<file path="src/rtl/bus_frame_comparator_pkg.sv">
`default_nettype none
// ============================================================================
//  Module      : bus_cmp_pkg
//  Description : Shared constants for the dual-channel bus frame comparator:
//                FSM state encodings, status encodings and the status update
//                rule applied when a comparison result is produced.
//  Revision    : 1.0 - initial release
// ============================================================================
package bus_cmp_pkg;

    // FSM state encodings
    localparam logic [2:0] S_IDLE   = 3'd0;
    localparam logic [2:0] S_HAVE_A = 3'd1;
    localparam logic [2:0] S_HAVE_B = 3'd2;
    localparam logic [2:0] S_COMP   = 3'd3;
    localparam logic [2:0] S_REPORT = 3'd4;

    // Status output encodings
    localparam logic [1:0] ST_MATCH = 2'b00;
    localparam logic [1:0] ST_MISM  = 2'b01;
    localparam logic [1:0] ST_NONE  = 2'b10;
    localparam logic [1:0] ST_FAULT = 2'b11;

    // Fault is sticky: once raised, only clr/rst can leave it.
    function automatic logic [1:0] next_status(input logic [1:0] cur,
                                               input logic       mism,
                                               input logic       hit_thresh);
        if ((cur == ST_FAULT) || (mism && hit_thresh)) begin
            return ST_FAULT;
        end
        return mism ? ST_MISM : ST_MATCH;
    endfunction

endpackage
`default_nettype wire

</file>
<file path="src/rtl/bus_frame_comparator_if.sv">
`default_nettype none
// ============================================================================
//  Module      : bus_frame_comparator_if
//  Description : Valid/ready frame bus for the redundant A/B channels.
//                master : frame sources (drive valid/data, observe ready)
//                slave  : comparator    (observe valid/data, drive ready)
//  Ports       : a_valid/a_data/a_ready, b_valid/b_data/b_ready
//  Revision    : 1.0 - initial release
// ============================================================================
interface bus_frame_comparator_if #(
    parameter int FRAME_W = 64
);
    logic               a_valid;
    logic [FRAME_W-1:0] a_data;
    logic               a_ready;
    logic               b_valid;
    logic [FRAME_W-1:0] b_data;
    logic               b_ready;

    modport master (
        output a_valid, a_data, b_valid, b_data,
        input  a_ready, b_ready
    );

    modport slave (
        input  a_valid, a_data, b_valid, b_data,
        output a_ready, b_ready
    );
endinterface
`default_nettype wire

</file>
<file path="src/rtl/bus_frame_comparator_frame_capture_slot.sv">
`default_nettype none
// ============================================================================
//  Module      : frame_capture_slot
//  Description : Single-entry valid/ready capture register for one channel.
//                Stores only the compared field of an accepted frame.
//  Ports       : clk, rst       - clock, sync active-high reset
//                valid_i/data_i - incoming frame
//                en_i           - acceptance window from the controlling FSM
//                release_i      - empties the slot
//                ready_o        - slot can accept a frame this cycle
//                take_o         - frame accepted this cycle
//                field_o        - stored compare field
//  Revision    : 1.0 - initial release
// ============================================================================
module frame_capture_slot #(
    parameter int FRAME_W = 64,
    parameter int CMP_W   = 48,
    parameter int CMP_LSB = 16
) (
    input  wire logic               clk,
    input  wire logic               rst,
    input  wire logic               valid_i,
    input  wire logic [FRAME_W-1:0] data_i,
    input  wire logic               en_i,
    input  wire logic               release_i,
    output logic                    ready_o,
    output logic                    take_o,
    output logic [CMP_W-1:0]        field_o
);

    logic             full_q,  full_d;
    logic [CMP_W-1:0] field_q, field_d;

    // Bits outside the compared field (CRC etc.) are intentionally ignored.
    logic w_unused_data;
    assign w_unused_data = ^data_i;

    assign ready_o = en_i & ~full_q;
    assign take_o  = valid_i & ready_o;
    assign field_o = field_q;

    always_comb begin
        full_d  = full_q;
        field_d = field_q;
        if (release_i) begin
            full_d = 1'b0;
        end
        if (take_o) begin
            full_d  = 1'b1;
            field_d = data_i[CMP_LSB +: CMP_W];
        end
    end

    always_ff @(posedge clk) begin
        if (rst) begin
            full_q  <= 1'b0;
            field_q <= '0;
        end else begin
            full_q  <= full_d;
            field_q <= field_d;
        end
    end

endmodule
`default_nettype wire

</file>
<file path="src/rtl/bus_frame_comparator.sv">
`default_nettype none
// ============================================================================
//  Module      : bus_frame_comparator
//  Description : Dual-channel frame comparator for redundant buses A/B.
//                Captures one frame per channel, compares a field, reports
//                match/mismatch/timeout, counts mismatches (saturating) and
//                raises a sticky fault after FAIL_THRESH consecutive failures.
//  Ports       : clk, rst       - clock, sync active-high reset
//                bus            - A/B valid/ready frame channels (slave)
//                clr            - clears status, counters, timeout flag
//                result_valid   - one-cycle pulse per comparison result
//                status         - 00 match, 01 mismatch, 10 none, 11 fault
//                timeout_err    - last result was a partner timeout
//                mismatch_cnt   - saturating mismatch+timeout count
//  Revision    : 1.0 - initial release
// ============================================================================
module bus_frame_comparator
    import bus_cmp_pkg::*;
#(
    parameter int FRAME_W     = 64,
    parameter int CMP_W       = 48,
    parameter int CMP_LSB     = 16,
    parameter int TIMEOUT     = 255,
    parameter int FAIL_THRESH = 3,
    parameter int CNT_W       = 8
) (
    input  wire logic                 clk,
    input  wire logic                 rst,
    bus_frame_comparator_if.slave     bus,
    input  wire logic                 clr,
    output logic                      result_valid,
    output logic [1:0]                status,
    output logic                      timeout_err,
    output logic [CNT_W-1:0]          mismatch_cnt
);

    localparam int TMR_W  = $clog2(TIMEOUT + 1);
    localparam int CONS_W = $clog2(FAIL_THRESH + 1);

    localparam logic [TMR_W-1:0]  TMR_LAST      = TMR_W'(TIMEOUT - 1);
    localparam logic [CONS_W-1:0] CONS_MAX      = CONS_W'(FAIL_THRESH);
    localparam logic [CONS_W-1:0] CONS_LAST_OK  = CONS_W'(FAIL_THRESH - 1);

    generate
        if (CMP_LSB + CMP_W > FRAME_W) begin : g_bad_field
            $error("bus_frame_comparator: CMP_LSB+CMP_W exceeds FRAME_W");
        end
        if (TIMEOUT < 1) begin : g_bad_timeout
            $error("bus_frame_comparator: TIMEOUT must be >= 1");
        end
        if (FAIL_THRESH < 1) begin : g_bad_thresh
            $error("bus_frame_comparator: FAIL_THRESH must be >= 1");
        end
    endgenerate

    logic [2:0]        state_q,  state_d;
    logic [TMR_W-1:0]  timer_q,  timer_d;
    logic [CONS_W-1:0] consec_q, consec_d;
    logic [1:0]        status_q, status_d;
    logic              terr_q,   terr_d;
    logic [CNT_W-1:0]  cnt_q,    cnt_d;

    logic              w_accept_en;
    logic              w_release;
    logic              w_take_a, w_take_b;
    logic [CMP_W-1:0]  w_field_a, w_field_b;
    logic              w_rep_evt, w_rep_mism, w_rep_tmo;
    logic              w_hit_thresh;

    // Slots only accept while the FSM is collecting frames; this keeps a
    // late partner frame from being swallowed during COMP/REPORT.
    assign w_accept_en = (state_q == S_IDLE) || (state_q == S_HAVE_A) ||
                         (state_q == S_HAVE_B);
    assign w_release   = (state_q == S_REPORT);

    frame_capture_slot #(
        .FRAME_W (FRAME_W),
        .CMP_W   (CMP_W),
        .CMP_LSB (CMP_LSB)
    ) u_slot_a (
        .clk       (clk),
        .rst       (rst),
        .valid_i   (bus.a_valid),
        .data_i    (bus.a_data),
        .en_i      (w_accept_en),
        .release_i (w_release),
        .ready_o   (bus.a_ready),
        .take_o    (w_take_a),
        .field_o   (w_field_a)
    );

    frame_capture_slot #(
        .FRAME_W (FRAME_W),
        .CMP_W   (CMP_W),
        .CMP_LSB (CMP_LSB)
    ) u_slot_b (
        .clk       (clk),
        .rst       (rst),
        .valid_i   (bus.b_valid),
        .data_i    (bus.b_data),
        .en_i      (w_accept_en),
        .release_i (w_release),
        .ready_o   (bus.b_ready),
        .take_o    (w_take_b),
        .field_o   (w_field_b)
    );

    // FSM and partner timer. A result event is raised on the transition into
    // REPORT so status/counters are already updated during the REPORT cycle.
    always_comb begin
        state_d    = state_q;
        timer_d    = timer_q;
        w_rep_evt  = 1'b0;
        w_rep_mism = 1'b0;
        w_rep_tmo  = 1'b0;
        case (state_q)
            S_IDLE: begin
                timer_d = '0;
                if (w_take_a && w_take_b) begin
                    state_d = S_COMP;
                end else if (w_take_a) begin
                    state_d = S_HAVE_A;
                end else if (w_take_b) begin
                    state_d = S_HAVE_B;
                end
            end
            S_HAVE_A, S_HAVE_B: begin
                // Partner arrival wins over a timeout in the same cycle.
                if ((state_q == S_HAVE_A) ? w_take_b : w_take_a) begin
                    state_d = S_COMP;
                end else if (timer_q == TMR_LAST) begin
                    state_d    = S_REPORT;
                    w_rep_evt  = 1'b1;
                    w_rep_mism = 1'b1;
                    w_rep_tmo  = 1'b1;
                end else begin
                    timer_d = timer_q + TMR_W'(1);
                end
            end
            S_COMP: begin
                state_d    = S_REPORT;
                w_rep_evt  = 1'b1;
                w_rep_mism = (w_field_a != w_field_b);
            end
            S_REPORT: begin
                state_d = S_IDLE;
            end
            default: begin
                state_d = S_IDLE;
            end
        endcase
    end

    // This result is the FAIL_THRESH-th consecutive failure if it fails.
    assign w_hit_thresh = (consec_q >= CONS_LAST_OK);

    always_comb begin
        status_d = status_q;
        terr_d   = terr_q;
        cnt_d    = cnt_q;
        consec_d = consec_q;
        if (clr) begin
            status_d = ST_NONE;
            terr_d   = 1'b0;
            cnt_d    = '0;
            consec_d = '0;
        end else if (w_rep_evt) begin
            terr_d = w_rep_tmo;
            if (w_rep_mism) begin
                if (cnt_q != {CNT_W{1'b1}}) begin
                    cnt_d = cnt_q + CNT_W'(1);
                end
                if (consec_q != CONS_MAX) begin
                    consec_d = consec_q + CONS_W'(1);
                end
            end else begin
                consec_d = '0;
            end
            status_d = next_status(status_q, w_rep_mism, w_hit_thresh);
        end
    end

    always_ff @(posedge clk) begin
        if (rst) begin
            state_q  <= S_IDLE;
            timer_q  <= '0;
            consec_q <= '0;
            status_q <= ST_NONE;
            terr_q   <= 1'b0;
            cnt_q    <= '0;
        end else begin
            state_q  <= state_d;
            timer_q  <= timer_d;
            consec_q <= consec_d;
            status_q <= status_d;
            terr_q   <= terr_d;
            cnt_q    <= cnt_d;
        end
    end

    assign result_valid = (state_q == S_REPORT);
    assign status       = status_q;
    assign timeout_err  = terr_q;
    assign mismatch_cnt = cnt_q;

endmodule
`default_nettype wire
</file>
<file path="src/flat_wrapper.sv">
// flat-port wrapper written by rule: the top's interface ports become plain ports
module bus_frame_comparator_flat import bus_cmp_pkg::*;
#(
    parameter int FRAME_W     = 64,
    parameter int CMP_W       = 48,
    parameter int CMP_LSB     = 16,
    parameter int TIMEOUT     = 255,
    parameter int FAIL_THRESH = 3,
    parameter int CNT_W       = 8
)
  (clk, rst, clr, result_valid, status, timeout_err, mismatch_cnt, bus_a_valid, bus_a_data, bus_b_valid, bus_b_data, bus_a_ready, bus_b_ready);
  bus_frame_comparator_if #(.FRAME_W(FRAME_W)) bus_i ();
  input  wire logic clk;
  input  wire logic rst;
  input  wire logic clr;
  output logic result_valid;
  output logic [1:0] status;
  output logic timeout_err;
  output logic [CNT_W-1:0] mismatch_cnt;
  input wire logic [$bits(bus_i.a_valid)-1:0] bus_a_valid;
  input wire logic [$bits(bus_i.a_data)-1:0] bus_a_data;
  input wire logic [$bits(bus_i.b_valid)-1:0] bus_b_valid;
  input wire logic [$bits(bus_i.b_data)-1:0] bus_b_data;
  output wire logic [$bits(bus_i.a_ready)-1:0] bus_a_ready;
  output wire logic [$bits(bus_i.b_ready)-1:0] bus_b_ready;
  assign bus_i.a_valid = bus_a_valid;
  assign bus_i.a_data = bus_a_data;
  assign bus_i.b_valid = bus_b_valid;
  assign bus_i.b_data = bus_b_data;
  assign bus_a_ready = bus_i.a_ready;
  assign bus_b_ready = bus_i.b_ready;
  bus_frame_comparator #(.FRAME_W(FRAME_W), .CMP_W(CMP_W), .CMP_LSB(CMP_LSB), .TIMEOUT(TIMEOUT), .FAIL_THRESH(FAIL_THRESH), .CNT_W(CNT_W)) u_core (.clk(clk), .rst(rst), .bus(bus_i), .clr(clr), .result_valid(result_valid), .status(status), .timeout_err(timeout_err), .mismatch_cnt(mismatch_cnt));
endmodule
</file>
<file path="config.mk">
export PLATFORM = sky130hd
export DESIGN_NAME = bus_frame_comparator_flat
export DESIGN_NICKNAME = d
export VERILOG_FILES = /design/src/rtl/bus_frame_comparator_pkg.sv /design/src/rtl/bus_frame_comparator_if.sv /design/src/rtl/bus_frame_comparator_frame_capture_slot.sv /design/src/rtl/bus_frame_comparator.sv /design/src/flat_wrapper.sv
export SDC_FILE = /design/constraint.sdc
export NUM_CORES = 1
export LEC_CHECK = 0
export ABC_AREA = 1
export ABC_CLOCK_PERIOD_IN_PS = 1570
export CORE_MARGIN = 4
export CORE_UTILIZATION = 40
export DETAILED_ROUTE_END_ITERATION = 12
export PLACE_DENSITY_LB_ADDON = 0.2
export SYNTH_ARGS = -nofsm -noshare
export SYNTH_HDL_FRONTEND = slang
export SYNTH_SLANG_ARGS = --single-unit
</file>
<file path="constraint.sdc">
create_clock -name clk -period 1.57 [get_ports clk]
set_clock_uncertainty 0.2 [all_clocks]
set_input_delay 0.2355 -clock clk [delete_from_list [all_inputs] [get_ports clk]]
set_output_delay 0.2355 -clock clk [all_outputs]
set_load 0.05 [all_outputs]
</file>
==> impl_results.md, run 1 <==
- Outcome: finished, violations left
- Failing checks: negative setup slack
- Fillers: 841
- Leading area contributor after synthesis: dfxtp_1
- Multi-input gate area: 3440 um2
- Max-cap violations: 0
- Initial antenna violation count: 0
- Inserted Diodes: 0
- Initial drt markers: 437
- Area contributors post-synth: dfxtp_1 44%, nand2_1 12%, a21oi_1 10%
- Core Util, Final: 78.9%
- Nets: 1203
- Final WS setup: -391 ps
- Via count: 6309
- Synth Flop Type: dfxtp_1
- Die ar.: 15700 um2
- Setup tns final: -15740 ps
- Die W: 125 um
- Clk_lat worst skew: 430 ps
- Design area: 10500 um2
- Crit path max fanout: 14
- H-tree levels: 4
- IO buf count: 114
- Placed cell area: 8150 um2
- Fin Hold WS: 190 ps
- Count leader, synth: nand2_1
- Post-route ant nets: 0
- Crit path DAT: 2110 ps
- Clock root cell: clkbuf_16
- Beginning of the critical path: u_core.timer_q[3]
- Gr ovfl total: 0
- Rel. slew slack: 79.1%
- Worst Setup Slack post-DPL: -447 ps
- Ys async rst share: 0%
- P_leak: 4.39 nW
- Pwr Total: 13.2 mW
- Area Overhead vs Synth: 91.8%
- Chip height: 125 um
- Fmax: 510 MHz
- Worst Hold Launch: bus_a_data[49]
- Cts bufs inserted: 17
- Routed WL: 20.7 mm
- Core ar.: 13300 um2
- Routability cong.: 0.825
- Maximum VDD drop: 0.907 mV
- Tmin final: 1960 ps
- Syn Inst Count: 772
- Final non-filler cell total: 1253
- Starting density of the core: 41.1%
- Yosys cell types: 29
- Synth Warn #: 0
- Global Route Usage Sum: 21.5%
- Syn nets: 910
- Hold WC Path Type: in2reg
- Fin. Hold Viols: 0
- Sequential fraction of the synthesis area: 44.5%
- CTS tree: done
- Num ports: 147
- FF+latch area: 2490 um2
- Layout cell share with drive strength beyond 1: 44.4%
- RSZ-0062 raised after global routing: true
- Largest net degree at the start of global routing: 34
- Commonest cells post-synth: 170 x nand2_1, 122 x dfxtp_1, 116 x inv_1, 115 x a21oi_1, 98 x o21ai_0
- Worst Max-Slew Pin Slew: 312 ps
- Via/cell ratio: 5.04
- Clock Path Buffers: 2
- Final Max Tran Viols: 0
- Row Count: 42
- Hold_buf cts: 0
- Reg2reg start: u_core.timer_q[3]
- DR pass1 iterations: 5
- FF+latch count, synth: 122
- DRC errors left: 0
- Startpoint Class: register
- CP Capture Type: register
- Share of the synthesized area in the top cell type: 44.5%
- Synth Cell Area: 5490 um2
- Setup violators final: 122
- Vias in the first global route: 5849
- Placed Cells: 1167
- Kind of critical path: reg2reg
- PwrDens: 1250 nW/um2
- Tcrit/Tclk final: 125%
- Avg WL per Cell: 16.5 um
- Syn avg cell area: 7.11 um2
- First-pass GRT wire length: 27.4 mm
- EDFF count, synth: 0
- Critical Path RT: 1720 ps
- Clock Sink Count: 122
- Clk pin slew, worst setup/hold paths: 60 ps
- Placed wire-length estimate: 10.3 mm
## kinds of logic (layout without fill, tap and decap cells)
logic type / after synthesis / in the layout / synth area share [%]
flip-flops: 122 / 122 / 44.5
XOR/XNOR: 11 / 11 / 1.75
AND/OR/NAND/NOR: 263 / 265 / 21.5
adder cells (fa/ha/maj): 5 / 5 / 1.14
AO/OA/AOI/OAI: 218 / 218 / 20.3
buffers and inverters: 153 / 456 / 10.9
## sequential cells by signal, indices dropped and copies added (netlist names)
| name | count |
|---|---|
| u_core.consec_q | 2 |
| u_core.mismatch_cnt | 8 |
| u_core.u_slot_b.field_o | 48 |
| u_core.u_slot_b.full_q | 1 |
| u_core.timeout_err | 1 |
| u_core.u_slot_a.full_q | 1 |
| u_core.state_q | 3 |
| u_core.timer_q | 8 |
| u_core.u_slot_a.field_o | 48 |
| u_core.status | 2 |
## where the power goes
group | internal, mW | switching (mW) | total (mW)
clock | 2.54 | 1.42 | 3.96
combinational | 2.69 | 2.70 | 5.40
sequential | 3.58 | 0.277 | 3.86
total | 8.81 | 4.40 | 13.2
## cells in the final DEF, fill, tap and decap left out, types with 9 or more instances in the layout
cell type and instances:
inv_2 9, nand3_1 11, a21oi_2 69, dfxtp_2 27, nand2_1 159, buf_16 9, a21oi_1 41, buf_12 20
o21ai_1 13, clkdlybuf4s50_1 100, nor2_1 32, buf_4 143, nand4_1 21, buf_6 15, clkbuf_16 34, nand2_4 9
dfxtp_1 92, o21ai_2 61, inv_1 106, o21ai_4 26, nand2_2 9
## routing by layer
layer / part of all wire, % / track usage, % / wire [um] / up-vias
li1: - / - / - / 3091
met1: 40 / 25.5 / 8210 / 2938
met2: 51 / 35.8 / 10600 / 221
met3: 5.1 / 6.10 / 1050 / 59
met4: 3.9 / 10.5 / 796 / 0
met5: 0 / 0 / 0 / -
## worst paths after layout
check	slack, ps	cells past startpoint	to
hold reg to reg	270	2	u_core.u_slot_a.field_o[30]
setup / recovery	-390	10	u_core.mismatch_cnt[0]
hold / removal	190	3	u_core.u_slot_a.field_o[33]
setup reg to reg	-390	10	u_core.mismatch_cnt[0]
## timing repair
item / in CTS / in global routing
endpoints found under the setup margin: 118 / 123
buffers inserted: 16 / 12
gates cloned: 6 / 21
resized for setup: 112 / 195
pin swaps: 34 / 27
## worst max-delay path, cell delays in order, from the launching register on
cell	delay, ps
dfxtp_2	350
nand2_4	70
nor3_4	200
nand4_1	230
clkinv_2	120
nand3_4	140
nand2_8	170
nand3_2	160
nand2_1	90
nand2_1	70
nor2_1	100
## layout make-up
| cell class | instances | area share, % |
|---|---|---|
| multi-input combinational | 499 | 32.6 |
| timing repair buffer | 306 | 31.7 |
| sequential | 122 | 23.6 |
| clock buffer | 24 | 4.77 |
| inverter | 119 | 4.39 |
| tap | 176 | 2.09 |
| clock inverter | 7 | 0.831 |
Note: power is estimated with default switching activity, not from simulation.
==> run 2, diff against run 1 <==
- SLEW_MARGIN: unset -> 40
==> results of run 2 <==
Same layout as run 1: the final DEF is identical, and so are final timing and power.
==> run 3, diff against run 2 <==
- PLACE_DENSITY: unset -> 0.8
- PLACE_DENSITY_LB_ADDON: 0.2 -> unset
==> run 3 against run 2 <==
- the flow still finishes with violations (negative setup slack)
- clock power grew 3%
- via count rose by 0.65%
- critical path depth increased by 2
- register-to-register slack got worse by 70 ps
- hold slack improved by 42 ps
- combinational power grew 3%
- sequential share of layout area rose by 0.25 points
- die area did not move
- count of clock-buffer cells in the layout is 5 lower
- largest cell class unchanged
- first-iteration DRC count shrank 7.1%
==> impl_results.md, run 3 (synthesized netlist as in run 1, its figures left out) <==
- Outcome: finished, violations left (unchanged)
- Failing checks: negative setup slack (unchanged)
- Worst R2R Path Depth: 12 (was 10)
- Sequential power share: 28.8% (was 29.2%)
- Hold_buf cts: 0 (unchanged)
- H-tree levels: 4 (unchanged)
- Cts bufs inserted: 17 (unchanged)
- Global Route Usage Sum: 22.3% (was 21.5%)
- Crit path DAT: 2130 ps (was 2110 ps)
- Clk pin slew, worst setup/hold paths: 60 ps (about the same)
- Initial drt markers: 406 (was 437)
- Vias in the first global route: 6195 (was 5849)
- Layout cell share with drive strength beyond 1: 45.5% (was 44.4%)
- Nets: 1186 (was 1203)
- Crit path max fanout: 8 (was 14)
- WHS Endpoint: u_core.u_slot_a.field_o[8] (was u_core.u_slot_a.field_o[33])
- Largest net degree at the start of global routing: 40 (was 34)
- Reg-to-reg endpoint: u_core.consec_q[1] (was u_core.mismatch_cnt[0])
- Area Overhead vs Synth: 90.8% (was 91.8%)
- Avg WL per Cell: 17.5 um (was 16.5 um)
- Clock root cell: clkbuf_16 (unchanged)
- Placed cell area: 8200 um2 (was 8150 um2)
- PwrDens: 1290 nW/um2 (was 1250 nW/um2)
- Final Max Tran Viols: 0 (unchanged)
- CTS tree: done (unchanged)
- Routability cong.: 0.850 (was 0.825)
- Starting density of the core: 41.1% (unchanged)
- Max-cap violations: 0 (unchanged)
- Hold WC Path Type: in2reg (unchanged)
- Kind of critical path: reg2reg (unchanged)
- R2R setup slack: -470 ps (was -390 ps)
- Initial antenna violation count: 0 (unchanged)
- Num ports: 147 (unchanged)
- Row Count: 42 (unchanged)
- Routed WL: 21.6 mm (was 20.7 mm)
- Worst Hold Launch: bus_a_data[24] (was bus_a_data[49])
- Die W: 125 um (unchanged)
- Post-route ant nets: 0 (unchanged)
- Sw power: 4.67 mW (was 4.40 mW)
- Final WS setup: -465 ps (was -391 ps)
- Clk_lat worst skew: 410 ps (was 430 ps)
- DRC errors left: 0 (unchanged)
- P_leak: 4.28 nW (was 4.39 nW)
- Clock Sink Count: 122 (unchanged)
- IO buf count: 114 (unchanged)
- P_int: 8.86 mW (was 8.81 mW)
- Critical Path RT: 1670 ps (was 1720 ps)
- Switching Fraction: 34.5% (was 33.3%)
- Design area: 10500 um2 (about the same)
- Pwr Total: 13.5 mW (was 13.2 mW)
- Hold depth: 3 (unchanged)
- Reg2reg start: u_core.u_slot_b.field_o[31] (was u_core.timer_q[3])
- Fmax: 491 MHz (was 510 MHz)
- Clock Path Buffers: 2 (unchanged)
- Fin. Hold Viols: 0 (unchanged)
- DR pass1 iterations: 5 (unchanged)
- Worst Max-Slew Pin Slew: 424 ps (was 312 ps)
- Tmin final: 2040 ps (was 1960 ps)
- Placed wire-length estimate: 10.7 mm (was 10.3 mm)
- Startpoint Class: register (unchanged)
- Combinational share of power: 41.0% (was 40.8%)
- Most common cell after layout, fill and taps aside: nand2_1 (unchanged)
- Die ar.: 15700 um2 (unchanged)
- Setup violators final: 121 (was 122)
- Via count: 6350 (was 6309)
- RSZ-0062 raised after global routing: true (unchanged)
- Via/cell ratio: 5.13 (was 5.04)
- Fin Hold WS: 232 ps (was 190 ps)
- Tcrit/Tclk final: 130% (was 125%)
- Clk pwr share: 30.2% (was 29.9%)
- Core ar.: 13300 um2 (unchanged)
- Inserted Diodes: 0 (unchanged)
- Rel. slew slack: 71.7% (was 79.1%)
- Most frequent cells in the layout: 150 x nand2_1, 133 x buf_4, 100 x clkdlybuf4s50_1 (was 159 x nand2_1, 143 x buf_4, 106 x inv_1)
- Maximum VDD drop: 0.708 mV (was 0.907 mV)
- Chip height: 125 um (unchanged)
- First-pass GRT wire length: 28.6 mm (was 27.4 mm)
- Gr ovfl total: 0 (unchanged)
- CP Capture Type: register (unchanged)
## run 3: power groups by stage
stage                     clock network [mW]  logic (mW)  registers (mW)
final                                   4.08        5.55            3.89
after global placement                     0        3.42            3.84
after global routing                    4.22        5.89            3.94
after CTS                               4.07        4.51            3.82
after detailed placement                   0        3.50            3.86
after floorplan                            0        2.00            3.84
## run 3: worst max-delay path: stages (launching register included)
cell,delay [ps]
dfxtp_1,340
inv_1,70
nand2_1,60
nand2_1,60
nor2_1,160
nand2_1,120
nor2_2,150
nand2_1,70
nor2_2,140
nand3_4,190
buf_4,200
nand4_1,90
a21oi_1,70
## run 3: cell type report
class	count	area (um2)
clock buffer	19	453
inverter	119	465
tap	176	220
clock inverter	13	166
fill	774	2870
timing repair buffer	289	3110
sequential	122	2500
multi-input combinational	499	3560
## run 3: through the flow
| stage | utilization [%] | TNS [ps] | worst slack (ps) | std cells |
|---|---|---|---|---|
| after floorplan | - | -12490 | -345 | 772 |
| after global placement | 61.4 | -25630 | -372 | 1171 |
| after detailed placement | 61.4 | -27570 | -431 | 1171 |
| after CTS | 72.6 | -14700 | -275 | 1231 |
| after global routing | 78.5 | -23270 | -596 | 1237 |
| final | 78.5 | -17980 | -465 | 1237 |
## run 3: how the worst max path moves through the flow
stage	end	cells past startpoint	slack, ps	start
6_report	u_core.consec_q[1]	12	-470	u_core.u_slot_b.field_o[31]
5_1_grt	u_core.consec_q[1]	12	-600	u_core.u_slot_b.field_o[31]
2_1_floorplan	u_core.timer_q[3]	13	-340	u_core.state_q[1]
4_1_cts	u_core.mismatch_cnt[2]	12	-270	u_core.u_slot_b.field_o[20]
3_5_place_dp	u_core.mismatch_cnt[3]	12	-430	u_core.u_slot_b.field_o[0]
3_3_place_gp	u_core.mismatch_cnt[0]	9	-370	bus_b_valid
## run 3: timing repair
item	in CTS	in global routing
pin swaps	46	44
gates cloned	11	6
resized for setup	169	187
buffers inserted	17	7
setup endpoints to repair	120	122
## run 3: metal layers
layer	vias to the layer above	track usage, %	wire, um
met5	-	0	0
met3	58	3.75	896
li1	3051	-	-
met2	204	41.1	11700
met4	0	10.5	760
met1	3037	24.9	8230
